## config.mk

```make
export PLATFORM = sky130hd
export DESIGN_NAME = seq_mul_add
export DESIGN_NICKNAME = d
export VERILOG_FILES = /design/src/rtl/seq_mul_add_pkg.sv /design/src/rtl/seq_mul_add_datapath.sv /design/src/rtl/seq_mul_add.sv
export SDC_FILE = /design/constraint.sdc
export NUM_CORES = 1
export LEC_CHECK = 0
export ABC_AREA = 1
export CAP_MARGIN = 20
export CORE_MARGIN = 5
export CORE_UTILIZATION = 56
export CTS_BUF_LIST = sky130_fd_sc_hd__clkbuf_8
export DETAILED_ROUTE_END_ITERATION = 7
export PLACE_DENSITY = 0.77
export SYNTH_ARGS = -nofsm -noshare
export SYNTH_HDL_FRONTEND = slang
export SYNTH_SLANG_ARGS = --single-unit
```

## constraint.sdc

```tcl
create_clock -name clock -period 2.2 [get_ports clock]
set_input_delay 0.44 -clock clock [delete_from_list [all_inputs] [get_ports clock]]
set_output_delay 0.44 -clock clock [all_outputs]
set_load 0.01 [all_outputs]
```

## src/rtl/seq_mul_add_pkg.sv

```systemverilog
// Shared definitions for the sequential multiply-accumulate unit.
package seq_mul_add_pkg;

    localparam int unsigned WIDTH_DEFAULT = 16;

    typedef enum logic [2:0] {
        IDLE,
        LOAD_B,
        LOAD_C,
        MUL,
        DONE
    } state_t;

endpackage

```

## src/rtl/seq_mul_add_datapath.sv

```systemverilog
// Operand registers, shift-and-add accumulator, iteration counter and result register.
module seq_mul_add_datapath
    import seq_mul_add_pkg::*;
#(
    parameter int unsigned WIDTH = WIDTH_DEFAULT
) (
    input  logic               clock,
    input  logic               reset_n,
    input  logic [WIDTH-1:0]   data_in,
    input  logic               ldA,
    input  logic               ldB,
    input  logic               ldC,
    input  logic               shift_add,
    input  logic               ld_result,
    output logic               last_iter,
    output logic [2*WIDTH-1:0] result
);

    localparam int unsigned CNT_W = $clog2(WIDTH);

    logic [WIDTH-1:0]   a_reg;
    logic [WIDTH-1:0]   b_reg;
    logic [WIDTH-1:0]   q_reg;
    logic [2*WIDTH-1:0] m_reg;
    logic [2*WIDTH-1:0] p_reg;
    logic [CNT_W-1:0]   cnt;
    logic [2*WIDTH-1:0] sum;

    // Next accumulator value; also the final product on the last iteration.
    always_comb begin
        sum = p_reg + (q_reg[0] ? m_reg : '0);
    end

    assign last_iter = (cnt == CNT_W'(WIDTH - 1));

    // C is consumed directly into the accumulator, so it needs no register of its own.
    always_ff @(posedge clock or negedge reset_n) begin
        if (!reset_n) begin
            a_reg  <= '0;
            b_reg  <= '0;
            q_reg  <= '0;
            m_reg  <= '0;
            p_reg  <= '0;
            cnt    <= '0;
            result <= '0;
        end else begin
            if (ldA) a_reg <= data_in;
            if (ldB) b_reg <= data_in;
            if (ldC) begin
                p_reg <= {{WIDTH{1'b0}}, data_in};
                m_reg <= {{WIDTH{1'b0}}, a_reg};
                q_reg <= b_reg;
                cnt   <= '0;
            end else if (shift_add) begin
                p_reg <= sum;
                m_reg <= m_reg << 1;
                q_reg <= q_reg >> 1;
                cnt   <= cnt + 1'b1;
            end
            if (ld_result) result <= sum;
        end
    end

endmodule

```

## src/rtl/seq_mul_add.sv

```systemverilog
// Sequential multiply-accumulate: result = A*B + C, operands loaded over data_in on three edges.
module seq_mul_add
    import seq_mul_add_pkg::*;
#(
    parameter int unsigned WIDTH = WIDTH_DEFAULT
) (
    input  logic               clock,
    input  logic               reset_n,
    input  logic               start,
    input  logic [WIDTH-1:0]   data_in,
    output logic [2*WIDTH-1:0] result,
    output logic               busy,
    output logic               done
);

    state_t state, state_next;
    logic   ldA, ldB, ldC, shift_add, ld_result;
    logic   last_iter;

    always_ff @(posedge clock or negedge reset_n) begin
        if (!reset_n) state <= IDLE;
        else          state <= state_next;
    end

    always_comb begin
        state_next = state;
        ldA        = 1'b0;
        ldB        = 1'b0;
        ldC        = 1'b0;
        shift_add  = 1'b0;
        ld_result  = 1'b0;
        case (state)
            IDLE, DONE: begin
                if (start) begin
                    ldA        = 1'b1;
                    state_next = LOAD_B;
                end else begin
                    state_next = IDLE;
                end
            end
            LOAD_B: begin
                ldB        = 1'b1;
                state_next = LOAD_C;
            end
            LOAD_C: begin
                ldC        = 1'b1;
                state_next = MUL;
            end
            MUL: begin
                shift_add = 1'b1;
                if (last_iter) begin
                    ld_result  = 1'b1;
                    state_next = DONE;
                end
            end
            default: state_next = IDLE;
        endcase
    end

    // Decoded from the state register, so both clear asynchronously with reset.
    assign busy = (state == LOAD_B) || (state == LOAD_C) || (state == MUL);
    assign done = (state == DONE);

    seq_mul_add_datapath #(
        .WIDTH(WIDTH)
    ) u_datapath (
        .clock     (clock),
        .reset_n   (reset_n),
        .data_in   (data_in),
        .ldA       (ldA),
        .ldB       (ldB),
        .ldC       (ldC),
        .shift_add (shift_add),
        .ld_result (ld_result),
        .last_iter (last_iter),
        .result    (result)
    );

endmodule
```

# Yosys cells after proc, flatten, opt, wreduce, memory -nomap -nowiden
# Cells that the tools add are included.
[word_totals]
elab_cells = 40
output_inout_bits = 34
input_bits = 19
register_bits = 151
[classes]
mux = 19
add_sub_neg = 2
eq_ne = 6
reduce_logical = 5
[ops]
columns = ["op", "count"]
rows = [
  ["two-way mux 32 bit", 5],
  ["adder 32 bit", 1],
  ["two-way mux 16 bit", 2],
  ["one-hot mux 3 bit (4 select lines)", 1],
  ["two-way mux 1 bit", 8],
  ["two-way mux 4 bit", 2],
  ["equality test 3 x 2 -> 1 bit, second input constant", 2],
  ["adder 4 x 1 -> 4 bit, second input constant", 1],
  ["equality test 4 bit, second input constant", 1],
  ["equality test 3 x 1 -> 1 bit, second input constant", 1],
  ["equality test 3 bit, second input constant", 1],
  ["logical NOT 3 bit", 1],
  ["two-way mux 3 bit", 1],
  ["logical OR 1 bit", 2],
  ["!= test 2 bit, second input constant", 1],
  ["nonzero test 2 bit", 1],
  ["OR reduction 2 bit", 1],
]

# Logic depth before layout (Yosys ltp)
# Gate-level depths: netlist of run 1.
[logic_depth]
depth_word = 4
mapped_depth = 16
ltp_nobuf = 14

# Modules after synthesis
# From an unflattened synthesis of run 1, not the netlist that was laid out.
[hier_totals]
hier_cells = 1137
area_unflattened_um2 = 8541.9
[by_module_without_submodules]
columns = ["mod", "area_each_um2", "cells_each", "n_inst"]
rows = [
  ["seq_mul_add_datapath", 8381.8, 1115, 1],
  ["seq_mul_add", 160.2, 22, 1],
]

# Worst setup path before layout of run 1
# Ideal clock, no wire load.
[synth_timing]
path_type = "reg-to-reg"
start = "reg u_datapath.q_reg[0]"
end = "reg u_datapath.p_reg[28]"
t_required_ns = 2.082
arrival_time_ns = 2.086
setup_slack_ns = -0.004
setup_time_ns = 0.118
path_stages_with_launch = 15
cell_sequence = "dfrtp_1 > clkbuf_1 > clkbuf_1 > nand2_1 > inv_1 > ha_1 > fa_1 > nand3_1 > nand3_1 > nand3_1 > nand3_1 > nand2_1 > nand3_1 > nand3_1 > nand2_1"
[synth_between]
elab_chain_cells = 4
[synth_lines]
columns = ["item", "line_no", "source"]
rows = [
  ["from (decl)", "seq_mul_add_datapath.sv:23", "logic [WIDTH-1:0] q_reg;"],
  ["from (signal assigned)", "seq_mul_add_datapath.sv:52", "q_reg <= b_reg;"],
  ["from (signal assigned)", "seq_mul_add_datapath.sv:57", "q_reg <= q_reg >> 1;"],
  ["two-way mux 32 bit", "seq_mul_add_datapath.sv:31", "sum = p_reg + (q_reg[0] ? m_reg : '0);"],
  ["adder 32 bit", "seq_mul_add_datapath.sv:31", ""],
  ["two-way mux 32 bit", "seq_mul_add_datapath.sv:54", "end else if (shift_add) begin"],
  ["two-way mux 32 bit", "seq_mul_add_datapath.sv:49", "if (ldC) begin"],
  ["to (signal assigned)", "seq_mul_add_datapath.sv:50", "p_reg <= {{WIDTH{1'b0}}, data_in};"],
  ["to (signal assigned)", "seq_mul_add_datapath.sv:55", "p_reg <= sum;"],
  ["to (decl)", "seq_mul_add_datapath.sv:25", "logic [2*WIDTH-1:0] p_reg;"],
]
# No other way between the ends. The select of a mux whose other input is x is not followed.
# A chain may end at the register's enable or synchronous reset.

# Final worst setup path of run 1
[layout_timing]
start = "reg u_datapath.q_reg[0]"
end = "reg u_datapath.p_reg[20]"
# The elaborated chain is that of the path after synthesis.

==> impl_metrics.tcl, run 1 <==
set metrics [dict create \
    drv_cap 0 \
    syn_area_um2 8430 \
    clockBufferDepth 2 \
    vdd_ir_drop_max_uv 1130 \
    syn_inst 1161 \
    multi_input_area_um2 4320 \
    status "finished with violations" \
    dr_wl_met3_mm 1.91 \
    drtPass1Iterations 5 \
    crit_fanout 11 \
    drtIter0Drc 712 \
    routedWlPerCell_um 15.8 \
    fin_setup_tns_ns -0.00371 \
    ff_latch_area_um2 3780 \
    core_um2 14600 \
    root_buffer "clkbuf_8" \
    synth.avg_cell_area_um2 7.26 \
    grt_max_degree 54 \
    fp-row-count 44 \
    finalWorstSetupSlack_ns -0.00371 \
    routed_wl_mm 22.9 \
    failed_checks "setup timing" \
    cp_data_required_time_ns 2.55 \
    clock-skew-final_ns 0.0201 \
    boundaryPins 53 \
    vias_per_cell 5.35 \
    drt-met1-wl_mm 10.6 \
    hp-class "in2async" \
    rsz0062_at_grt "true" \
    worstSkewPairLatency_ns 0.47 \
    wl_met2_mm 9.90 \
    post-route-drc-count 0 \
    leakage_nw 5.66 \
    fp.dieW_um 133 \
    layout_commonest_cell "nand2_1" \
    final_cell_mix "nand2_1 (413), inv_1 (195), dfrtp_1 (150)" \
    setup-violations-final 1 \
    dr_total_vias 7714 \
    port_buffers 52 \
    slew_headroom 0.552 \
    worst_pin_slew_ns 0.672 \
    fin_crit_sh 1.00 \
    antenna_found_initial 0 \
    clock-sinks 151 \
    dpl.hpwl_mm 15.9 \
    synth_fp_nets 1213 \
    clkTransAtPathRegs_ns 0.08 \
    cts_buffers 17 \
    antenna_cells 0 \
    final.min_clock_period_ns 2.20 \
    start_util 0.576 \
    synth.yosys.warnings 0 \
    highest-signal-layer "met4" \
    max_freq_ghz 0.454 \
    drive_above_1_share 0.164 \
    ys_ff_latch 151 \
    post-place-ws_ns -0.162 \
    hold_viol_final 0 \
    cts_tree "yes" \
    r2r_setup_slack_ns -0.004 \
    nets 1299 \
    place_congestion 0.950 \
    ys_seq_area_frac 0.448 \
    crit_path_end_kind "register" \
    cp-start-kind "register" \
    syn_to_final_growth_pct 24.6 \
    die_h_um 133 \
    path_class "reg2reg" \
    power.density_nw_per_um2 1060 \
    grt_pass1_vias 7162 \
    yosysUniqueCellTypes 34 \
    drtAntennaViolNets 0 \
    fillers 1143 \
    grt_pass1_wl_mm 36.6 \
    cts.htree.levels 4 \
    die_area_um2 17600 \
    overflow 0 \
    report.final.slew_viol_count 0 \
    cp.arrival_ns 2.56 \
    track_usage 0.260 \
]
-- worst max-delay path, stage by stage (launching register included) --
cell     delay (ns)
dfrtp_2        0.49
buf_12         0.17
nand2_1        0.07
inv_1          0.07
ha_4           0.27
buf_4          0.12
nand2_4        0.06
inv_1          0.06
nand2_1        0.06
nand2_1        0.08
nand2_1        0.09
nand3_4        0.12
nand3_2        0.10
nand2_1        0.08
nand2_1        0.09
nand3_1        0.09
nand2_1        0.05
-- Yosys cell counts, drive strengths merged --
cell	number	area share
o21ai	65	0.039
a22oi	14	0.012
o21bai	2	0.0018
o22ai	14	0.010
dfrtp	151	0.45
nor2	45	0.022
a21oi	20	0.012
a21o	1	0.00089
nand3	73	0.044
ha	32	0.047
xor2	4	0.0042
buf	17	0.011
a221oi	2	0.0021
and2	1	0.00074
xnor2	12	0.012
nand2	454	0.20
o211ai	3	0.0027
clkbuf	20	0.0089
nand3b	5	0.0045
o221ai	14	0.015
fa	1	0.0024
nor3	4	0.0024
nand4	2	0.0022
inv	205	0.091
-- area by class of cell --
class,instances,area share
clock inverters,13,0.0164
well taps,184,0.0219
clock buffers,17,0.0223
multi-input cells,768,0.411
flip-flops and latches,151,0.360
repair buffers,104,0.0952
inverters,205,0.0733
-- logic make-up after synthesis --
family	count (synthesis)	synth area share
adder cells (fa/ha/maj)	33	0.0499
AND/OR/NAND/NOR	584	0.278
XOR/XNOR	16	0.0166
flip-flops	151	0.448
buffers and inverters	242	0.112
AO/OA/AOI/OAI	135	0.0953
-- path summary, 6_finish.rpt --
check	startpoint	to	depth (start not counted)
min in group clock	u_datapath.result[19]	u_datapath.result[19]	2
setup reg to reg	u_datapath.q_reg[0]	u_datapath.p_reg[20]	16
setup / recovery	u_datapath.q_reg[0]	u_datapath.p_reg[20]	16
hold reg to reg	u_datapath.result[19]	u_datapath.result[19]	2
max in group asynchronous	reset_n	u_datapath.a_reg[3]	3
hold / removal	reset_n	u_datapath.result[5]	2
-- where the power goes --
part	internal (mW)	switching (mW)	total (mW)
clock network	1.13	1.12	2.25
registers	3.58	0.585	4.16
logic	1.91	2.84	4.75
-- routing by layer --
metal / track usage / vias up
met4: 0.0629 / 0
li1: - / 3775
met5: 0 / -
met1: 0.393 / 3603
met2: 0.385 / 299
met3: 0.0554 / 37
-- timing repair --
| item | 4_1_cts | 5_1_grt |
|---|---|---|
| buffers inserted | 1 | 1 |
| hold endpoints to repair | 46 | 0 |
| pin swaps | 2 | 13 |
| gates resized for setup | 27 | 103 |
| hold buffers | 1 | 0 |
| endpoints found under the setup margin | 40 | 50 |
-- per-stage QoR --
| step | cell area (µm²) | power [mW] | util | cells | hold WS (ns) |
|---|---|---|---|---|---|
| after floorplan | 8430 | 6.75 | - | 1161 | 0.144 |
| after global placement | 9440 | 8.18 | 0.645 | 1409 | 0.408 |
| after detailed placement | 9440 | 8.29 | 0.645 | 1409 | 0.406 |
| after CTS | 9990 | 10.6 | 0.682 | 1441 | 0.478 |
| after global routing | 10500 | 11.9 | 0.717 | 1442 | 0.502 |
| final | 10500 | 11.2 | 0.717 | 1442 | 0.468 |
Power figures use the tool's default switching activity.
==> run 2, diff against run 1 <==
Settings changed: CORE_MARGIN 5 to unset.
==> impl_metrics.tcl, run 2 (synthesis gave the netlist of run 1 again) <==
set metrics [dict create \
    rsz0062_at_grt "true" \
    syn_to_final_growth_pct 30.9 \
    hold_viol_final 0 \
    start_util 0.578 \
    drtIter0Drc 746 \
    final.min_clock_period_ns 2.28 \
    routedWlPerCell_um 17.3 \
    cp_slowest_cell "dfrtp_2" \
    grt_pass1_wl_mm 36.0 \
    multi_input_area_um2 4740 \
    fin_crit_sh 1.04 \
    post-route-drc-count 0 \
    ff_latch_area_um2 3780 \
    port_buffers 52 \
    place_area_um2 9430 \
    routed_wl_mm 25.2 \
    die_h_um 125 \
    report.final.slew_viol_count 0 \
    failed_checks "setup timing" \
    fp.dieW_um 125 \
    final_area_um2 11000 \
    finalWorstSetupSlack_ns -0.0807 \
    crit_path_end_kind "register" \
    cts_tree "yes" \
    dr_total_vias 8157 \
    vias_per_cell 5.60 \
    dpl.hpwl_mm 15.5 \
    slew_headroom 0.573 \
    boundaryPins 53 \
    worstSkewPairLatency_ns 0.48 \
    fillers 1011 \
    hp-class "in2async" \
    power.density_nw_per_um2 1080 \
    slowest_delay_ns 0.52 \
    clkTransAtPathRegs_ns 0.10 \
    clockBufferDepth 2 \
    cts_buffers 17 \
    crit_fanout 7 \
    cp_data_required_time_ns 2.57 \
    vdd_ir_drop_max_uv 820 \
    status "finished with violations" \
    clock-sinks 151 \
    critical_path.cell_chain "clkbuf_16, nand2_2, inv_2, ha_4, nand2_2, inv_1, nand2_1, nand2_1, a21oi_2, nand2_4, nand2_2, nand3_1, nand3_1, nand2_1" \
    path_class "reg2reg" \
    worst_pin_slew_ns 0.641 \
    drive_above_1_share 0.248 \
    finalPower_mw 11.9 \
    cts.htree.levels 4 \
    clock-skew-final_ns 0.0212 \
    grt_max_degree 54 \
    grt_pass1_vias 7273 \
    max_freq_ghz 0.438 \
    crit_buf_inv 3 \
    fin_setup_tns_ns -0.572 \
    root_buffer "clkbuf_8" \
    antenna_cells 0 \
    fp-row-count 44 \
    drv_cap 0 \
    core_um2 14600 \
    die_area_um2 15500 \
    cp-start-kind "register" \
    drtPass1Iterations 5 \
    leakage_nw 5.87 \
    setup-violations-final 16 \
    cp.arrival_ns 2.65 \
    track_usage 0.294 \
    nets 1311 \
    drtAntennaViolNets 0 \
    antenna_found_initial 0 \
    place_congestion 0.930 \
    cp_top_family "simple AND/OR/NAND/NOR gates" \
    overflow 0 \
    final_cell_mix "nand2_1 (365), inv_1 (176), dfrtp_1 (149)" \
    layout_commonest_cell "nand2_1" \
]
## run 2: changes by cell type in the layout (fill, tap and decap cells not counted), sizes merged
cell          delta
buf             +10
dlymetal6s2s     -1
dlygate4sd2      +1
clkbuf           +3
bufinv           -2
inv              +3
## run 2: path summary, 6_finish.rpt
path / startpoint / slack (ns) / end / cells after the start
worst max-delay path: u_datapath.q_reg[0] / -0.08 / u_datapath.p_reg[30] / 14
worst max register to register: u_datapath.q_reg[0] / -0.08 / u_datapath.p_reg[30] / 14
worst min-delay path: reset_n / 0.46 / u_datapath.result[6] / 2
min in group clock: u_datapath.result[19] / 0.49 / u_datapath.result[19] / 2
max in group asynchronous: reset_n / 1.09 / state[0] / 3
worst min register to register: u_datapath.result[19] / 0.49 / u_datapath.result[19] / 2
## run 2: repair_timing
item / CTS / global route
buffers inserted: 0 / 9
pin swaps: 0 / 57
resized for setup: 7 / 250
cloned: 0 / 3
hold buffers: 1 / 0
endpoints found under the hold margin: 43 / 0
endpoints found under the setup margin: 26 / 55
## run 2: area by class of cell
cell class,instances,area share
multi-input cells,768,0.430
flip-flops and latches,151,0.343
repair buffers,116,0.0999
inverters,205,0.0700
clock buffers,18,0.0224
well taps,184,0.0209
clock inverters,14,0.0145
## run 2: worst register-to-register path, cell delays in order (launching register included)
cell       delay, ns
dfrtp_2         0.52
clkbuf_16       0.22
nand2_2         0.06
inv_2           0.07
ha_4            0.21
nand2_2         0.14
inv_1           0.09
nand2_1         0.11
nand2_1         0.12
a21oi_2         0.21
nand2_4         0.11
nand2_2         0.08
nand3_1         0.08
nand3_1         0.10
nand2_1         0.06
## run 2: per-layer routing
metal | vias up | global-route usage | share of wire
li1 | 3803 | - | -
met1 | 3847 | 0.437 | 0.44
met2 | 412 | 0.433 | 0.45
met3 | 95 | 0.0550 | 0.076
met4 | 0 | 0.0907 | 0.041
met5 | - | 0 | 0
## run 2: power breakdown
part | leakage, nW | total, mW | internal, mW | switching, mW
clock | 0.198 | 2.22 | 0.979 | 1.25
combinational | 3.73 | 5.49 | 2.24 | 3.25
sequential | 1.95 | 4.22 | 3.58 | 0.636
total | 5.87 | 11.9 | 6.80 | 5.13
## run 2: metrics by stage
step	utilization	std cells	hold WS [ns]	setup slack, ns
final	0.756	1456	0.461	-0.0807
after floorplan	-	1161	0.144	0.0312
after detailed placement	0.646	1411	0.413	-0.0238
after CTS	0.677	1444	0.470	0.00271
after global routing	0.756	1456	0.491	-0.175
after global placement	0.646	1411	0.410	0.0194
==> variant: new RTL, config.mk and constraints of run 1 <==
Put a register stage on the outputs `busy` and `done`, with the module's reset. The values now appear one clock later. The other outputs are not delayed to match.
--- a/src/rtl/seq_mul_add.sv
+++ b/src/rtl/seq_mul_add.sv
@@ -58,8 +58,15 @@
     end
 
     // Decoded from the state register, so both clear asynchronously with reset.
-    assign busy = (state == LOAD_B) || (state == LOAD_C) || (state == MUL);
-    assign done = (state == DONE);
+    always_ff @(posedge clock or negedge reset_n) begin
+        if (!reset_n) begin
+            busy <= '0;
+            done <= '0;
+        end else begin
+            busy <= (state == LOAD_B) || (state == LOAD_C) || (state == MUL);
+            done <= (state == DONE);
+        end
+    end
 
     seq_mul_add_datapath #(
         .WIDTH(WIDTH)
Function: changed (Yosys sat finds a counterexample within 4 cycles, from zero or initial values and one cycle with reset_n low).
==> variant against run 1 <==
  * Total power is 11% higher
  * Routed wire length is 0.67% higher
  * Largest cell class unchanged
  * Design area grew 0.33%
  * Sequential cell count up 2
  * Synthesized area rose by 1.5%
  * Count of clock-buffer cells in the layout up 1
  * Sequential share of layout area grew 0.34 points
  * Combinational power grew 19%
  * Critical path type unchanged
  * Critical endpoint is now u_datapath.p_reg[30]
  * Sequential power is 6.0% higher
  * Worst setup slack improved by 0.022 ns
==> variant: results (changes against run 1) <==
stage,metric,value,unit,change
yosys,commonest cells in the netlist,"514 x nand2_1, 181 x inv_1, 153 x dfrtp_1",,
placed_design,GPL Wtd Cong,0.964,,+1.5%
sta,clock skew,0.0166,ns,-0.00352 ns
placed_design,dpl cells,1443,,+2.4%
outcome,status,completed,,
cells_and_area,Fillers,1265,,+11%
grt,met3 Usage GRT,4.53,%,-1.0 points
worst_setup_path,"Slowest-stage cell, CP",dfrtp_1,,
placed_design,Place WS,-0.429,ns,-0.267 ns
sta,"Setup violations, final",0,,-1
worst_setup_path,WP data arrival,2.55,ns,about the same
grt,first-pass GRT wire length,37200,microns,+1.9%
route,met3 wire length,1560,microns,-18%
yosys,sequential element share of the synthesized area,44.7,%,-0.090 points
route,initial drt markers,645,,-9.4%
pwr,VDD IR-drop max,0.822,mV,-27%
pwr,P_leak,5.76,nW,+1.8%
sta,Worst Tran Pin Value,0.849,ns,+0.177 ns
worst_setup_path,flop2flop setup slack,0.02,ns,+0.02 ns
worst_setup_path,crit path max fanout,30,,+19
yosys,syn avg cell area,7.19,sq um,-1.0%
yosys,synth top area cells,"dfrtp_1 45%, nand2_1 23%, inv_1 7.9%",,
grt,met1 Usage GRT,38.8,%,-0.53 points
yosys,Syn Nets,1243,,+2.5%
route,WL per Instance,15.6,microns,-1.8%
grt,pin count of the biggest net entering global routing,49,,-9.3%
sta,hold slack,0.405,ns,-0.0631 ns
route,met2 wire length,10100,microns,+2.1%
route,Routed met1 length,10800,microns,+1.5%
worst_setup_path,FF-to-FF End,u_datapath.p_reg[30],,
placed_design,dpl hpwl,15900,microns,-0.51%
cells_and_area,final net count,1331,,+2.5%
grt,met2 usage,39.7,%,+1.2 points
grt,number of global-route vias before repair,7328,,+2.3%
yosys,Post-Synth Adder-Cell Area,4.91,%,-0.075 points
worst_setup_path,Worst path max stage delay,0.43,ns,-0.06 ns
pwr,sw frac,41.8,%,+1.1 points
sta,Final period util,99.2,%,-1.0 points
yosys,Compound-Gate Fraction of Synth Area,7.12,%,-2.4 points
route,Vias,7807,,+1.2%
placed_design,Placed Area,9560,sq um,+1.3%
grt,GRT Overall Usage,26.2,%,+0.18 points
## variant: power by group through the flow
stage | Clock [W] | Combinational [W] | Sequential [W]
after floorplan | 0 | 0.00322 | 0.00432
after global placement | 0 | 0.00489 | 0.00436
after detailed placement | 0 | 0.00504 | 0.00437
after CTS | 0.00237 | 0.00523 | 0.00435
after global routing | 0.00247 | 0.00621 | 0.00452
final | 0.00235 | 0.00563 | 0.00441
## variant: timing repair
item,CTS,global route
endpoints found under the setup margin,48,53
endpoints found under the hold margin,26,0
buffers inserted,0,3
pin swaps,3,4
hold buffers,1,0
gates resized for setup,23,72
cloned,1,0
## variant: cell families after synthesis
family,after synthesis
xor+xnor,16
fa+ha+maj,33
buf+inv,221
simple gates,665
compound gates,103
flops,153
## variant: layout make-up
cell class,count,area [sq um],area share [%]
clock buffer,18,248,2.35
clock inverter,12,176,1.67
inverter,184,696,6.60
multi-input combinational,818,4360,41.4
sequential,153,3830,36.3
tap,188,235,2.23
timing repair buffer,105,988,9.38
